### config.mk
export PLATFORM = sky130hd
export DESIGN_NAME = io_putc_uart
export DESIGN_NICKNAME = d
export VERILOG_FILES = /design/src/rtl/io_putc_uart.sv
export SDC_FILE = /design/constraint.sdc
export NUM_CORES = 1
export LEC_CHECK = 0
export CORE_UTILIZATION = 45
export DETAILED_ROUTE_END_ITERATION = 8
export DONT_BUFFER_PORTS = 1
export PLACE_DENSITY = 0.57
export SYNTH_ARGS = -nofsm -noshare
export SYNTH_HDL_FRONTEND = slang
export SYNTH_SLANG_ARGS = --single-unit
export TNS_END_PERCENT = 5
### constraint.sdc
create_clock -name clk -period 4.2 [get_ports clk]
set_input_delay 0.63 -clock clk [delete_from_list [all_inputs] [get_ports clk]]
set_output_delay 0.63 -clock clk [all_outputs]
set_load 0.02 [all_outputs]
### src/rtl/io_putc_uart.sv
// rtl/io_putc_uart.sv - PUTC request FIFO feeding an 8N1 UART transmitter
package pkg_ram;
  localparam int RAM_BYTE_SIZE = 8;
endpackage

package pkg_io;
  typedef enum logic [1:0] {
    IO_NOP      = 2'd0,
    IO_PUTC_IMM = 2'd1,
    IO_PUTC_REG = 2'd2
  } op_t;
endpackage

module io_putc_uart #(
  parameter int CLK_FREQ   = 12_000_000,
  parameter int BAUD       = 115_200,
  parameter int FIFO_DEPTH = 4
) (
  input  logic                              clk,
  input  logic                              rst,
  input  logic                              io_valid,
  input  pkg_io::op_t                       io_op,
  input  logic [pkg_ram::RAM_BYTE_SIZE-1:0] io_char_imm,
  input  logic [pkg_ram::RAM_BYTE_SIZE-1:0] io_reg_data,
  output logic                              io_stall,
  output logic                              tx_busy,
  output logic                              uart_tx
);
  localparam int CLKS_PER_BIT = CLK_FREQ / BAUD;
  localparam int BW = (CLKS_PER_BIT > 1) ? $clog2(CLKS_PER_BIT) : 1;
  localparam int PW = (FIFO_DEPTH > 1) ? $clog2(FIFO_DEPTH) : 1;
  localparam int CW = $clog2(FIFO_DEPTH) + 1;
  localparam logic [BW-1:0] BAUD_LAST  = BW'(CLKS_PER_BIT - 1);
  localparam logic [CW-1:0] COUNT_FULL = CW'(FIFO_DEPTH);

  typedef enum logic [1:0] {IDLE, START, DATA, STOP} state_t;

  logic [7:0]    mem [FIFO_DEPTH];
  logic [PW-1:0] wr_ptr;
  logic [PW-1:0] rd_ptr;
  logic [CW-1:0] count;
  state_t        state;
  logic [BW-1:0] baud_cnt;
  logic [2:0]    bit_idx;
  logic [7:0]    shift;
  logic          req;
  logic          full;
  logic          push;
  logic          pop;
  logic [7:0]    char_sel;

  assign req      = io_valid && (io_op == pkg_io::IO_PUTC_IMM || io_op == pkg_io::IO_PUTC_REG);
  assign full     = (count == COUNT_FULL);
  assign io_stall = req && full;
  // Full is the registered count, so a same-cycle pop never admits a push.
  assign push     = req && !full;
  assign pop      = (state == IDLE) && (count != '0);
  assign char_sel = (io_op == pkg_io::IO_PUTC_REG) ? io_reg_data : io_char_imm;
  assign tx_busy  = (count != '0) || (state != IDLE);

  always_ff @(posedge clk) begin
    if (push) begin
      mem[wr_ptr] <= char_sel;
    end
  end

  always_ff @(posedge clk) begin
    if (rst) begin
      wr_ptr <= '0;
      rd_ptr <= '0;
      count  <= '0;
    end else begin
      if (push) begin
        wr_ptr <= wr_ptr + 1'b1;
      end
      if (pop) begin
        rd_ptr <= rd_ptr + 1'b1;
      end
      if (push && !pop) begin
        count <= count + 1'b1;
      end else if (pop && !push) begin
        count <= count - 1'b1;
      end
    end
  end

  // uart_tx is loaded with the level of the state being entered, keeping the line glitch-free.
  always_ff @(posedge clk) begin
    if (rst) begin
      state    <= IDLE;
      baud_cnt <= '0;
      bit_idx  <= '0;
      shift    <= '0;
      uart_tx  <= 1'b1;
    end else begin
      case (state)
        IDLE: begin
          uart_tx <= 1'b1;
          if (pop) begin
            shift    <= mem[rd_ptr];
            baud_cnt <= '0;
            state    <= START;
            uart_tx  <= 1'b0;
          end
        end
        START: begin
          if (baud_cnt == BAUD_LAST) begin
            baud_cnt <= '0;
            bit_idx  <= '0;
            state    <= DATA;
            uart_tx  <= shift[0];
          end else begin
            baud_cnt <= baud_cnt + 1'b1;
          end
        end
        DATA: begin
          if (baud_cnt == BAUD_LAST) begin
            baud_cnt <= '0;
            if (bit_idx == 3'd7) begin
              state   <= STOP;
              uart_tx <= 1'b1;
            end else begin
              shift   <= {1'b0, shift[7:1]};
              bit_idx <= bit_idx + 1'b1;
              uart_tx <= shift[1];
            end
          end else begin
            baud_cnt <= baud_cnt + 1'b1;
          end
        end
        STOP: begin
          uart_tx <= 1'b1;
          if (baud_cnt == BAUD_LAST) begin
            baud_cnt <= '0;
            state    <= IDLE;
          end else begin
            baud_cnt <= baud_cnt + 1'b1;
          end
        end
        default: begin
          state   <= IDLE;
          uart_tx <= 1'b1;
        end
      endcase
    end
  end
endmodule

==> results.py, run 1 <==
metrics = {
    "run_status": {
        "status": "complete, no violations",
    },
    "synth": {
        "yosys_warnings": 0,
        "synthSimpleGateAreaFrac_pct": 9.95,
        "syn-cell-area_mm2": 0.00285,
        "synth.area.mux_share_pct": 13.4,
        "synth-seq-area-share_pct": 54.7,
        "syn_nets": 262,
        "avgSynthCellArea_um2": 12.6,
        "synth.ff_latch_count": 62,
        "ys.flop_type": "edfxtp_1",
        "yosys.area_share.adder_pct": 6.84,
        "synth_cells": 226,
        "synth_edf_count": 32,
        "synth_compound_area_share_pct": 9.34,
        "synth.distinct_cells": 42,
        "synth_top_family_by_area": "multiplexers",
        "synth_xor_area_share_pct": 3.07,
        "async_flop_share_pct": 0,
    },
    "power": {
        "power_frac_comb_pct": 27.6,
        "p_leak_nw": 1.15,
        "ir_drop_mv": 0.281,
        "switching_share_pct": 32.0,
        "p_seq_share_pct": 42.4,
        "internal_power_mw": 1.29,
        "clkPwrFrac_pct": 30.0,
        "pwr_density_cell_mw_per_mm2": 604,
        "switchingPower_uw": 608,
    },
    "setup_path": {
        "cp_slowest_cell": "a21oi_1",
        "critPathMaxFanout": 7,
        "cp_slowest_stage_delay_ns": 0.40,
        "required_ns": 4.46,
        "critPathArrivalTime_ns": 2.81,
        "critPathCaptureType": "register",
        "crit_type": "input port to register",
        "critPathLaunchType": "input port",
        "critPathBufInv": 2,
        "path_cells": "inv_1 -> ha_1 -> nand2b_1 -> a21oi_1 -> ha_1 -> inv_1 -> fa_1 -> xor2_1 -> or3_1 -> a21oi_1",
        "cp_top_family": "adder cells",
    },
    "routing": {
        "wire_per_inst_um": 16.0,
        "final_antenna_net_count": 0,
        "route.vias.total": 1762,
        "dr.pass1.iters": 6,
        "drc": 0,
        "drt-initial-drc-count": 72,
        "totalWireLength_um": 4960,
        "via_per_inst": 5.68,
    },
    "finish": {
        "final_common_cell": "edfxtp_1",
        "drive_above_1_share_pct": 16.6,
        "final-instance-count-excl-fill": 310,
        "num-fill-cells": 539,
        "num_antenna_cells": 0,
        "nets": 266,
        "design_area_mm2": 0.00314,
        "synthToLayoutAreaGrowth_pct": 10.2,
        "final_cell_mix": "edfxtp_1, dfxtp_1, nor2_1, ha_1, a21oi_1",
    },
    "clock_tree": {
        "htreeDepth": 3,
        "path_clk_slew_ns": 0.07,
        "cts_hold_buf": 0,
        "cts_tree": "done",
        "clockRootBuffer": "clkbuf_8",
        "clock-sinks": 62,
        "post_cts_buffers": 0,
        "cts-resized-gates": 0,
        "clock_path_buffers": 2,
        "cts_inserted_buffers": 9,
        "clk_latency_ns": 0.33,
    },
    "sta": {
        "finalClockSkew_ns": 0.00404,
        "hold_violations": 0,
        "relSlewSlack_pct": 56.3,
        "fmax_ghz": 0.393,
        "tightest_slew_ns": 0.650,
        "finalCritPeriodShare_pct": 60.6,
        "drv_slew": 0,
        "rsz0062_at_grt": "false",
        "final.setup.tns_ns": 0,
        "final.min_clock_period_ns": 2.55,
        "final-setup-viol-count": 0,
    },
    "die": {
        "die_w_um": 81.6,
        "fp.coreArea_mm2": 0.00603,
        "initial_utilization_pct": 47.4,
        "die_h_um": 81.6,
        "io_pins": 24,
        "std_cell_rows": 28,
        "dieArea_mm2": 0.00666,
    },
    "global_route": {
        "grt_pass1_vias": 1759,
        "grt_start_max_net_pins": 17,
        "gr-total-overflow": 0,
        "grt_pass1_wl_um": 8270,
        "grt_util_all_layers_pct": 17.2,
        "antenna_found_initial": 0,
    },
    "placed_design": {
        "dpl.hpwl_um": 3550,
        "placed_cell_area_mm2": 0.00292,
        "place_congestion": 0.805,
        "dp_cells": 294,
        "portBuffers": 0,
    },
    "worst_hold_path": {
        "hold_class": "input port to register",
    },
    "flow_run": {
        "maxCapViolCount": 0,
    },
}
[metrics by stage]
step           setup slack, ns  utilization, %  hold slack (ns)  total power, mW
2_1_floorplan             1.48               -            0.446             1.22
3_3_place_gp              1.40            48.5            0.459             1.32
3_5_place_dp              1.31            48.5            0.465             1.34
4_1_cts                   1.66            52.2            0.343             1.91
5_1_grt                   1.44            52.2            0.333             2.02
6_report                  1.65            52.2            0.361             1.90
[power by group through the flow]
stage / Clock, mW / Combinational [mW] / Sequential (mW)
final: 0.569 / 0.525 / 0.806
after floorplan: 0 / 0.440 / 0.784
after global routing: 0.615 / 0.583 / 0.822
after CTS: 0.583 / 0.524 / 0.808
after detailed placement: 0 / 0.519 / 0.822
after global placement: 0 / 0.499 / 0.818
[synth_stat cells, drive strengths merged, types with 6 or more instances]
cell type / n / area share, %
mux2: 9 / 3.6
clkbuf: 6 / 0.79
nand2: 7 / 0.92
edfxtp: 32 / 34
mux2i: 10 / 3.5
nor2: 18 / 2.4
o21ai: 6 / 1.1
inv: 11 / 1.4
mux4: 8 / 6.3
a21oi: 12 / 2.1
o31ai: 7 / 1.8
dfxtp: 30 / 21
ha: 14 / 6.1
[state kept, by name, indices dropped and copies added, names as in the netlist, named ones only]
register / cells
baud_cnt: 7
bit_idx: 3
count: 3
mem: 32
rd_ptr: 2
shift: 8
state: 2
uart_tx: 1
wr_ptr: 2
[cells by family after synthesis]
group,count (synthesis)
AO/OA/AOI/OAI,41
XOR/XNOR,10
adder cells (fa/ha/maj),15
buffers and inverters,20
flip-flops,62
multiplexers,27
AND/OR/NAND/NOR,51
[per-layer routing]
metal / wire, µm / global-route usage, % / share of wire (%) / vias to the layer above
li1: - / - / - / 848
met1: 2190 / 20.2 / 44 / 871
met2: 2500 / 28.7 / 50 / 35
met3: 200 / 6.78 / 4.0 / 8
met4: 69 / 5.79 / 1.4 / 0
met5: 0 / 0 / 0 / -
[final timing paths]
check,from,endpoint,slack [ns],depth (start not counted)
worst max-delay path,io_op[0],count[2],1.65,10
worst max register to register,count[0],count[2],1.82,8
worst min-delay path,rst,baud_cnt[2],0.36,1
worst min register to register,shift[7],shift[7],0.47,2
[area by class of cell]
class | instances | area (µm²) | share of cell area (%)
Sequential cell | 62 | 1560 | 49.7
Timing Repair Buffer | 1 | 7.51 | 0.239
Clock buffer | 9 | 124 | 3.94
Multi-Input combinational cell | 144 | 1210 | 38.6
Clock inverter | 7 | 97.6 | 3.10
Tap cell | 75 | 93.8 | 2.98
Inverter | 12 | 45.0 | 1.43
Power figures use the tool's default switching activity.
==> inputs of run 2 (changes only) <==
- PLACE_DENSITY: 0.57 -> 0.59
- clock period: 4.2 -> 2.2 ns (I/O delays scaled with it)
==> run 2 against run 1 <==
- utilization grew 2.5 points
- combinational power increased by 120%
- sequential power increased by 91%
- via count up 0.28%
- power up 100%
- cell count rose by 3.9%
- non-clock buffer count rose by 12
- sequential share of layout area shrank 2.1 points
- largest power group unchanged
==> results.py, run 2 (same netlist as run 1, synthesis figures left out) <==
metrics = {
    "clock_tree": {
        "cts_hold_buf": 0,
        "clk_latency_ns": 0.34,
        "path_clk_slew_ns": 0.07,
        "cts_inserted_buffers": 9,
        "clock_path_buffers": 2,
        "clock-sinks": 62,
        "cts_tree": "done",
        "clockRootBuffer": "clkbuf_8",
        "htreeDepth": 3,
    },
    "finish": {
        "largest_register_ffs": 32,
        "num_antenna_cells": 0,
        "regMostFlops": "mem",
        "design_area_mm2": 0.00330,
        "regArea_mm2": 0.00157,
        "num-fill-cells": 531,
        "reg.largest.list": "mem x32, shift x8, baud_cnt x7",
        "fin_util_pct": 54.7,
        "final_common_cell": "edfxtp_1",
        "multi_input_area_mm2": 0.00126,
        "nets": 278,
        "synthToLayoutAreaGrowth_pct": 15.5,
        "final_cell_mix": "edfxtp_1, dfxtp_1, nor2_1, buf_4, ha_1",
        "drive_above_1_share_pct": 25.9,
    },
    "setup_path": {
        "critPathCaptureType": "register",
        "cp_slowest_stage_delay_ns": 0.38,
        "critPathMaxFanout": 4,
        "rr_startpoint": "state[1]",
        "reg2reg_depth": 10,
        "required_ns": 2.48,
        "crit_type": "register to register",
        "path_cells": "inv_4 -> ha_4 -> o31a_1 -> inv_1 -> ha_2 -> inv_1 -> fa_2 -> xor2_2 -> or3_1 -> a21oi_2",
        "critPathArrivalTime_ns": 2.34,
        "path_depth": 10,
        "r2r_setup_slack_ns": 0.13,
        "critPathBufInv": 3,
        "cp_top_family": "adder cells",
        "critPathLaunchType": "register",
        "cp_slowest_cell": "dfxtp_4",
        "crit_top_cell": "inv_1",
        "r2r-end": "count[2]",
    },
    "placed_design": {
        "placed_cell_area_mm2": 0.00301,
        "dp_slack_ns": 0.0471,
        "portBuffers": 0,
        "place_congestion": 0.724,
        "dpl.hpwl_um": 3410,
    },
    "worst_hold_path": {
        "hold_class": "input port to register",
        "min_from": "rst",
        "whs_path_depth": 1,
        "worstHoldEndpoint": "count[2]",
    },
    "sta": {
        "drv_slew": 0,
        "final.min_clock_period_ns": 2.07,
        "final-setup-viol-count": 0,
        "timing.final.ws_setup_ns": 0.134,
        "rsz0062_at_grt": "false",
        "final.setup.tns_ns": 0,
        "tightest_slew_ns": 0.539,
        "finalClockSkew_ns": 0.00973,
        "finalCritPeriodShare_pct": 93.9,
        "relSlewSlack_pct": 63.7,
        "fmax_ghz": 0.484,
        "hold_violations": 0,
    },
    "routing": {
        "route.vias.total": 1767,
        "final_antenna_net_count": 0,
        "drc": 0,
        "wire_per_inst_um": 15.7,
        "drt-initial-drc-count": 106,
        "dr.pass1.iters": 4,
        "via_per_inst": 5.49,
        "totalWireLength_um": 5060,
    },
    "die": {
        "std_cell_rows": 28,
        "die_h_um": 81.6,
        "die_w_um": 81.6,
        "fp.coreArea_mm2": 0.00603,
        "initial_utilization_pct": 47.4,
        "dieArea_mm2": 0.00666,
        "io_pins": 24,
    },
    "power": {
        "pwr_density_cell_mw_per_mm2": 1160,
        "power_frac_comb_pct": 30.1,
        "power_mw": 3.84,
        "switchingPower_mw": 1.23,
        "p_leak_nw": 1.22,
        "p_seq_share_pct": 40.1,
        "internal_power_mw": 2.61,
        "clkPwrFrac_pct": 29.8,
        "switching_share_pct": 32.1,
        "ir_drop_mv": 0.568,
    },
    "global_route": {
        "grt_pass1_wl_um": 8220,
        "antenna_found_initial": 0,
        "grt_start_max_net_pins": 17,
        "grt_pass1_vias": 1729,
        "gr-total-overflow": 0,
        "grt_util_all_layers_pct": 17.0,
    },
    "flow_run": {
        "maxCapViolCount": 0,
    },
    "run_status": {
        "status": "complete, no violations",
    },
}
run 2: changes by cell type in the layout (fill, tap and decap cells not counted), sizes merged:
cell	previous run	this run
clkinv	4	1
buf	1	13
inv	12	15
run 2: how the worst max path moves through the flow:
stage	startpoint	end
3_3_place_gp	io_op[0]	count[2]
2_1_floorplan	io_op[0]	count[2]
3_5_place_dp	io_op[0]	count[2]
6_report	state[1]	count[2]
4_1_cts	state[0]	count[2]
5_1_grt	state[1]	count[2]
run 2: worst register-to-register path, cell delays in order (launching register included):
cell	delay (ns)
dfxtp_4	0.38
inv_4	0.05
ha_4	0.16
o31a_1	0.11
inv_1	0.06
ha_2	0.17
inv_1	0.06
fa_2	0.37
xor2_2	0.16
or3_1	0.38
a21oi_2	0.11
run 2: per-stage QoR:
| stage | hold WS (ns) | cells |
|---|---|---|
| finish | 0.0508 | 322 |
| global route | 0.0271 | 322 |
| CTS | 0.0355 | 319 |
| detailed placement | 0.402 | 303 |
| global placement | 0.401 | 303 |
| floorplan | 0.446 | 226 |
run 2: what timing repair did:
action	CTS	global route
endpoints found under the setup margin	0	1
buffers inserted	0	3
gates resized for setup	0	11
run 2: layout make-up:
type	count	share of cell area, %
Timing Repair Buffer	13	2.96
Inverter	12	1.44
Tap cell	75	2.85
Sequential cell	62	47.6
Clock inverter	7	3.11
Clock buffer	9	3.76
Multi-Input combinational cell	144	38.3
run 2: power by group through the flow:
stage | clock network, mW | logic, mW | registers [mW]
5_1_grt | 1.22 | 1.31 | 1.57
4_1_cts | 1.17 | 1.09 | 1.54
3_5_place_dp | 0 | 1.09 | 1.56
3_3_place_gp | 0 | 1.08 | 1.57
2_1_floorplan | 0 | 0.856 | 1.50
6_report | 1.14 | 1.15 | 1.54
run 2: metal layers:
| metal | part of all wire [%] | vias to the layer above | global-route usage [%] | wire (µm) |
|---|---|---|---|---|
| li1 | - | 875 | - | - |
| met1 | 47 | 857 | 21.3 | 2390 |
| met2 | 48 | 33 | 27.3 | 2420 |
| met3 | 4.2 | 2 | 6.33 | 213 |
| met4 | 0.59 | 0 | 5.26 | 30 |
| met5 | 0 | - | 0 | 0 |
